==> src/rtl/ecc_result_collector_pkg.sv <==
// Shared constants for the ECC result collector: default sizes and the
// error-code values reported by the encoder/decoder top.
package ecc_result_collector_pkg;

  localparam int DEPTH_DEFAULT     = 4;
  localparam int CNT_WIDTH_DEFAULT = 16;

  typedef enum logic [1:0] {
    NOE_NONE = 2'b00,
    NOE_ONE  = 2'b01,
    NOE_TWO  = 2'b10
  } noe_t;

  // Codes 10 and 11 both mean the word could not be corrected.
  function automatic logic is_uncorrectable(input logic [1:0] code);
    return (code == NOE_TWO) || (code == 2'b11);
  endfunction

  function automatic logic is_corrected(input logic [1:0] code);
    return code == NOE_ONE;
  endfunction

endpackage

==> src/rtl/ecc_result_if.sv <==
// Show-ahead result stream from the collector to its consumer.
interface ecc_result_if #(
  parameter int DATA_WIDTH = 32
);
  logic                  res_valid;
  logic                  res_ready;
  logic [DATA_WIDTH-1:0] res_data;
  logic [1:0]            res_errors;

  modport master (
    output res_valid,
    output res_data,
    output res_errors,
    input  res_ready
  );

  modport slave (
    input  res_valid,
    input  res_data,
    input  res_errors,
    output res_ready
  );
endinterface

==> src/rtl/ecc_sat_counter.sv <==
// Statistics counter that sticks at all-ones; clear wins over the old
// value but a same-cycle increment still counts.
module ecc_sat_counter #(
  parameter int CNT_WIDTH = 16
) (
  input  logic                 clk,
  input  logic                 rst,
  input  logic                 inc,
  input  logic                 clr,
  output logic [CNT_WIDTH-1:0] cnt
);

  always_ff @(posedge clk or negedge rst) begin
    if (!rst) begin
      cnt <= '0;
    end else if (clr) begin
      cnt <= {{(CNT_WIDTH-1){1'b0}}, inc};
    end else if (inc && !(&cnt)) begin
      cnt <= cnt + 1'b1;
    end
  end

endmodule

==> src/rtl/ecc_result_collector.sv <==
// Captures each completed encoder/decoder result into a small show-ahead
// FIFO and keeps saturating statistics on the reported error codes.
module ecc_result_collector
  import ecc_result_collector_pkg::*;
#(
  parameter int DATA_WIDTH = 32,
  parameter int DEPTH      = DEPTH_DEFAULT,
  parameter int CNT_WIDTH  = CNT_WIDTH_DEFAULT
) (
  input  logic                    clk,
  input  logic                    rst,
  input  logic [DATA_WIDTH-1:0]   data_out,
  input  logic                    operation_done,
  input  logic [1:0]              num_of_errors,
  input  logic                    clear_stats,
  ecc_result_if.master            res,
  output logic [$clog2(DEPTH):0]  fill_level,
  output logic                    overflow,
  output logic [CNT_WIDTH-1:0]    cnt_total,
  output logic [CNT_WIDTH-1:0]    cnt_corrected,
  output logic [CNT_WIDTH-1:0]    cnt_uncorr
);

  localparam int AW = $clog2(DEPTH);

  logic [DATA_WIDTH+1:0] mem [DEPTH];
  logic [DATA_WIDTH+1:0] head;
  logic [AW:0]           wr_ptr;
  logic [AW:0]           rd_ptr;
  logic                  op_done_q;
  logic                  capture;
  logic                  pop;
  logic                  push;
  logic                  drop;
  logic                  full;
  logic                  empty;

  assign capture = operation_done && !op_done_q;
  assign empty   = (wr_ptr == rd_ptr);
  assign full    = (wr_ptr[AW] != rd_ptr[AW]) && (wr_ptr[AW-1:0] == rd_ptr[AW-1:0]);
  assign pop     = !empty && res.res_ready;
  // A pop in the same cycle frees the slot a full-FIFO capture needs.
  assign push    = capture && (!full || pop);
  assign drop    = capture && full && !pop;

  always_ff @(posedge clk or negedge rst) begin
    if (!rst) begin
      op_done_q <= 1'b0;
      wr_ptr    <= '0;
      rd_ptr    <= '0;
    end else begin
      op_done_q <= operation_done;
      if (push) wr_ptr <= wr_ptr + 1'b1;
      if (pop)  rd_ptr <= rd_ptr + 1'b1;
    end
  end

  always_ff @(posedge clk) begin
    if (push) mem[wr_ptr[AW-1:0]] <= {num_of_errors, data_out};
  end

  always_ff @(posedge clk or negedge rst) begin
    if (!rst) begin
      overflow <= 1'b0;
    end else if (clear_stats) begin
      overflow <= drop;
    end else if (drop) begin
      overflow <= 1'b1;
    end
  end

  // Storage is not reset, so the head is masked while the FIFO is empty.
  assign head           = mem[rd_ptr[AW-1:0]];
  assign res.res_valid  = !empty;
  assign res.res_data   = empty ? '0 : head[DATA_WIDTH-1:0];
  assign res.res_errors = empty ? 2'b00 : head[DATA_WIDTH+1:DATA_WIDTH];
  assign fill_level     = wr_ptr - rd_ptr;

  ecc_sat_counter #(.CNT_WIDTH(CNT_WIDTH)) u_cnt_total (
    .clk (clk),
    .rst (rst),
    .inc (capture),
    .clr (clear_stats),
    .cnt (cnt_total)
  );

  ecc_sat_counter #(.CNT_WIDTH(CNT_WIDTH)) u_cnt_corrected (
    .clk (clk),
    .rst (rst),
    .inc (capture && is_corrected(num_of_errors)),
    .clr (clear_stats),
    .cnt (cnt_corrected)
  );

  ecc_sat_counter #(.CNT_WIDTH(CNT_WIDTH)) u_cnt_uncorr (
    .clk (clk),
    .rst (rst),
    .inc (capture && is_uncorrectable(num_of_errors)),
    .clr (clear_stats),
    .cnt (cnt_uncorr)
  );

endmodule

==> src/flat_wrapper.sv <==
// flat-port wrapper written by rule: the top's interface ports become plain ports
module ecc_result_collector_flat import ecc_result_collector_pkg::*;
#(
  parameter int DATA_WIDTH = 32,
  parameter int DEPTH      = DEPTH_DEFAULT,
  parameter int CNT_WIDTH  = CNT_WIDTH_DEFAULT
)
  (clk, rst, data_out, operation_done, num_of_errors, clear_stats, fill_level, overflow, cnt_total, cnt_corrected, cnt_uncorr, res_res_valid, res_res_data, res_res_errors, res_res_ready);
  ecc_result_if #(.DATA_WIDTH(DATA_WIDTH)) res_i ();
  input  logic clk;
  input  logic rst;
  input  logic [DATA_WIDTH-1:0] data_out;
  input  logic operation_done;
  input  logic [1:0] num_of_errors;
  input  logic clear_stats;
  output logic [$clog2(DEPTH):0] fill_level;
  output logic overflow;
  output logic [CNT_WIDTH-1:0] cnt_total;
  output logic [CNT_WIDTH-1:0] cnt_corrected;
  output logic [CNT_WIDTH-1:0] cnt_uncorr;
  output wire logic [$bits(res_i.res_valid)-1:0] res_res_valid;
  output wire logic [$bits(res_i.res_data)-1:0] res_res_data;
  output wire logic [$bits(res_i.res_errors)-1:0] res_res_errors;
  input wire logic [$bits(res_i.res_ready)-1:0] res_res_ready;
  assign res_res_valid = res_i.res_valid;
  assign res_res_data = res_i.res_data;
  assign res_res_errors = res_i.res_errors;
  assign res_i.res_ready = res_res_ready;
  ecc_result_collector #(.DATA_WIDTH(DATA_WIDTH), .DEPTH(DEPTH), .CNT_WIDTH(CNT_WIDTH)) u_core (.clk(clk), .rst(rst), .data_out(data_out), .operation_done(operation_done), .num_of_errors(num_of_errors), .clear_stats(clear_stats), .res(res_i), .fill_level(fill_level), .overflow(overflow), .cnt_total(cnt_total), .cnt_corrected(cnt_corrected), .cnt_uncorr(cnt_uncorr));
endmodule
==> config.mk <==
export PLATFORM = sky130hd
export DESIGN_NAME = ecc_result_collector_flat
export DESIGN_NICKNAME = d
export VERILOG_FILES = /design/src/rtl/ecc_result_collector_pkg.sv /design/src/rtl/ecc_result_if.sv /design/src/rtl/ecc_sat_counter.sv /design/src/rtl/ecc_result_collector.sv /design/src/flat_wrapper.sv
export SDC_FILE = /design/constraint.sdc
export NUM_CORES = 1
export LEC_CHECK = 0
export BUFFER_PORTS_ARGS = -buffer_cell sky130_fd_sc_hd__clkbuf_2
export CORE_MARGIN = 2
export CORE_UTILIZATION = 57
export DETAILED_ROUTE_END_ITERATION = 16
export PLACE_DENSITY = 0.83
export SLEW_MARGIN = 20
export SYNTH_ARGS = -nofsm -noshare
export SYNTH_HDL_FRONTEND = slang
export SYNTH_SLANG_ARGS = --single-unit
==> constraint.sdc <==
create_clock -name clk -period 4.1 [get_ports clk]
set_clock_uncertainty 0.1 [all_clocks]
set_input_delay 0 -clock clk [delete_from_list [all_inputs] [get_ports clk]]
set_output_delay 0 -clock clk [all_outputs]
set_load 0.02 [all_outputs]
==> flow_metrics.py <==
metrics = {
    "sta": {
        "max_freq_mhz": 383,
        "finalSetupViolations": 0,
        "finalCritPeriodShare_pct": 63.8,
        "tightest_slew_ns": 0.951,
        "finalSetupTns_ns": 0,
        "period_needed_ns": 2.61,
        "max-slew-margin-rel_pct": 36.6,
        "finalHoldViolations": 0,
        "rsz0062_at_grt": "no",
        "finalMaxSlewViolations": 0,
    },
    "die": {
        "fp.dieW_um": 126,
        "num_rows": 44,
        "boundaryPins": 126,
        "core_region_area_sq_um": 14500,
        "start_util_pct": 58.3,
        "die_h_um": 126,
        "dieArea_sq_um": 15800,
    },
    "pwr": {
        "irDropWorstVdd_v": 0.000326,
        "p_per_area_nw_per_um2": 602,
        "p_leak_nw": 3.81,
    },
    "final_layout": {
        "stdcell_area_sq_um": 10100,
        "layout-drive-gt1-share_pct": 30.0,
        "final_nets": 766,
        "area_delta_synth_final_pct": 20.0,
        "layout_common_cells": "edfxtp_1 (136), clkbuf_2 (125), dfrtp_1 (54), a21oi_1 (37), dlygate4sd3_1 (37)",
        "n_antenna_cell": 0,
        "final_common_cell": "edfxtp_1",
    },
    "synthesis": {
        "synth_cell_types": 55,
        "ys_async_sr_fraction_pct": 29.2,
        "synth_edf_count": 136,
        "postSynthAreaPerCell_sq_um": 15.2,
        "synthesis.area_sq_um": 8440,
        "syn_inst": 556,
        "syn_nets": 606,
        "ys_seq_area_share_pct": 65.0,
        "yosysWarnings": 0,
        "ys_ff_latch": 192,
        "synthFlopType": "edfxtp_1",
    },
    "global_route": {
        "overflow": 0,
        "grt_pass1_wl_mm": 29.6,
        "grt_max_degree": 62,
        "antenna_found_initial": 0,
        "grt_pass1_vias": 5669,
        "grtUsageTotal_pct": 24.3,
    },
    "clock_tree": {
        "clk_pin_slew_ns": 0.07,
        "cts.path.max_buffers": 2,
        "h-tree-depth": 4,
        "clock_latency_ns": 0.43,
        "cts-buffers-inserted": 17,
        "cts.sinks": 192,
        "cts-root-buf": "clkbuf_16",
        "cts_resized": 0,
        "cts_tree": "built",
    },
    "drt": {
        "firstDrtPassIters": 5,
        "viasPerCell": 6.14,
        "wl_mm": 18.5,
        "ant_nets": 0,
        "drc": 0,
        "first_iter_violations": 541,
        "wl_per_cell_um": 20.4,
        "vias": 5594,
    },
    "worst_hold_path": {
        "hp-start": "clear_stats",
        "hold_path_class": "in2reg",
    },
    "worst_setup_path": {
        "cp.arrival_ns": 2.57,
        "critPathCapture": "u_core.mem[3][19]$_DFFE_PP_",
        "path_class": "reg2reg",
        "crit_path_end_kind": "flop",
        "worst-path-max-fanout": 35,
        "r2r_start": "u_core.op_done_q$_DFF_PN0_",
        "reg2regPathDepth": 3,
        "r2r_slack_ns": 1.49,
        "critPathLaunch": "u_core.op_done_q$_DFF_PN0_",
        "rr_endpoint": "u_core.mem[3][19]$_DFFE_PP_",
        "startpoint_type": "flop",
        "critical_path_required_ns": 4.05,
    },
    "placement": {
        "dpl.hpwl_mm": 10.8,
        "place.gp.congestion": 0.858,
        "io_buffers": 125,
        "post_dp_cell_area_sq_um": 9210,
    },
    "outcome": {
        "outcome": "complete, no violations",
    },
    "job": {
        "drv_cap": 0,
    },
}
[through the flow]
stage	power, mW	setup slack [ns]	hold WS [ns]	util, %	std cells
6_report	6.10	1.49	0.0847	69.9	911
5_1_grt	6.34	1.29	0.111	69.9	911
4_1_cts	6.12	1.46	0.0719	69.9	911
3_5_place_dp	4.53	1.50	0.0845	63.6	844
3_3_place_gp	4.47	1.58	0.0731	63.6	844
2_1_floorplan	3.84	1.03	-0.396	-	556
[worst min-delay path by stage]
| stage | to | cells past startpoint |
|---|---|---|
| 3_3_place_gp | u_core.u_cnt_corrected.cnt[8]$_DFFE_PN0P_ | 2 |
| 3_5_place_dp | u_core.u_cnt_corrected.cnt[8]$_DFFE_PN0P_ | 2 |
| 2_1_floorplan | u_core.op_done_q$_DFF_PN0_ | 0 |
| 5_1_grt | u_core.u_cnt_total.cnt[7]$_DFFE_PN0P_ | 3 |
| 4_1_cts | u_core.u_cnt_uncorr.cnt[10]$_DFFE_PN0P_ | 3 |
| 6_report | u_core.u_cnt_corrected.cnt[9]$_DFFE_PN0P_ | 3 |
[logic make-up after synthesis]
| kind of cell | after synthesis | share of synthesized area [%] |
|---|---|---|
| multiplexers | 43 | 10.3 |
| flip-flops | 192 | 65.0 |
| XOR/XNOR | 6 | 0.623 |
| adder cells (fa/ha/maj) | 11 | 1.72 |
| buffers and inverters | 37 | 2.05 |
| AO/OA/AOI/OAI | 83 | 5.98 |
| AND/OR/NAND/NOR | 184 | 14.4 |
[power breakdown]
| part | switching (mW) | internal [mW] |
|---|---|---|
| registers | 0.0721 | 2.28 |
| clock network | 0.750 | 0.795 |
| logic | 1.34 | 0.856 |
[metal layers]
metal | track usage [%] | vias up | share of wire, %
met4 | 8.50 | 0 | 2.0
li1 | - | 2508 | -
met3 | 5.95 | 37 | 5.9
met1 | 29.9 | 2820 | 39
met2 | 42.2 | 229 | 53
met5 | 0 | - | 0
[critical path, cell delays in order, from the launching register on]
cell and delay, ns:
dfrtp_1 0.42, nor2b_1 0.52, o31a_1 0.36, and2_2 0.82
[sequential cells by signal, summed over array words and instances, names as in the netlist]
signal,cells
u_core.u_cnt_uncorr.cnt,16
u_core.mem,136
u_core.overflow,1
u_core.u_cnt_total.cnt,16
u_core.u_cnt_corrected.cnt,16
u_core.rd_ptr,3
u_core.wr_ptr,3
u_core.op_done_q,1
[area by class of cell]
class / instances / area (sq um)
Sequential cell: 192 / 5490
Fill cell: 952 / 4360
Multi-Input combinational cell: 327 / 2790
Timing Repair Buffer: 167 / 1030
Clock buffer: 17 / 425
Tap cell: 184 / 230
Clock inverter: 13 / 114
Inverter: 11 / 41.3
[synth_stat cells (5+ instances only)]
library cell | n | share of area, %
ha_1 | 10 | 1.5
nand2_1 | 23 | 1.0
edfxtp_1 | 136 | 48
or3_1 | 10 | 0.74
clkbuf_1 | 12 | 0.53
nand3_1 | 15 | 0.89
and4_1 | 5 | 0.52
mux4_2 | 34 | 9.1
inv_1 | 11 | 0.49
nor2b_1 | 9 | 0.67
and2_1 | 40 | 3.0
dfrtp_1 | 56 | 17
or4_1 | 20 | 1.8
a21oi_1 | 37 | 2.2
nor2_1 | 12 | 0.53
o21ai_0 | 10 | 0.59
nand4_1 | 11 | 0.82
buf_2 | 9 | 0.53
nand2b_1 | 6 | 0.44
o31ai_1 | 24 | 2.1
mux2_1 | 6 | 0.80
xnor2_1 | 5 | 0.52
[what timing repair did]
action	4_1_cts	5_1_grt
setup endpoints to repair	0	0
buffers inserted	0	0
hold buffers	37	0
hold endpoints to repair	200	0
Power figures use the tool's default switching activity.
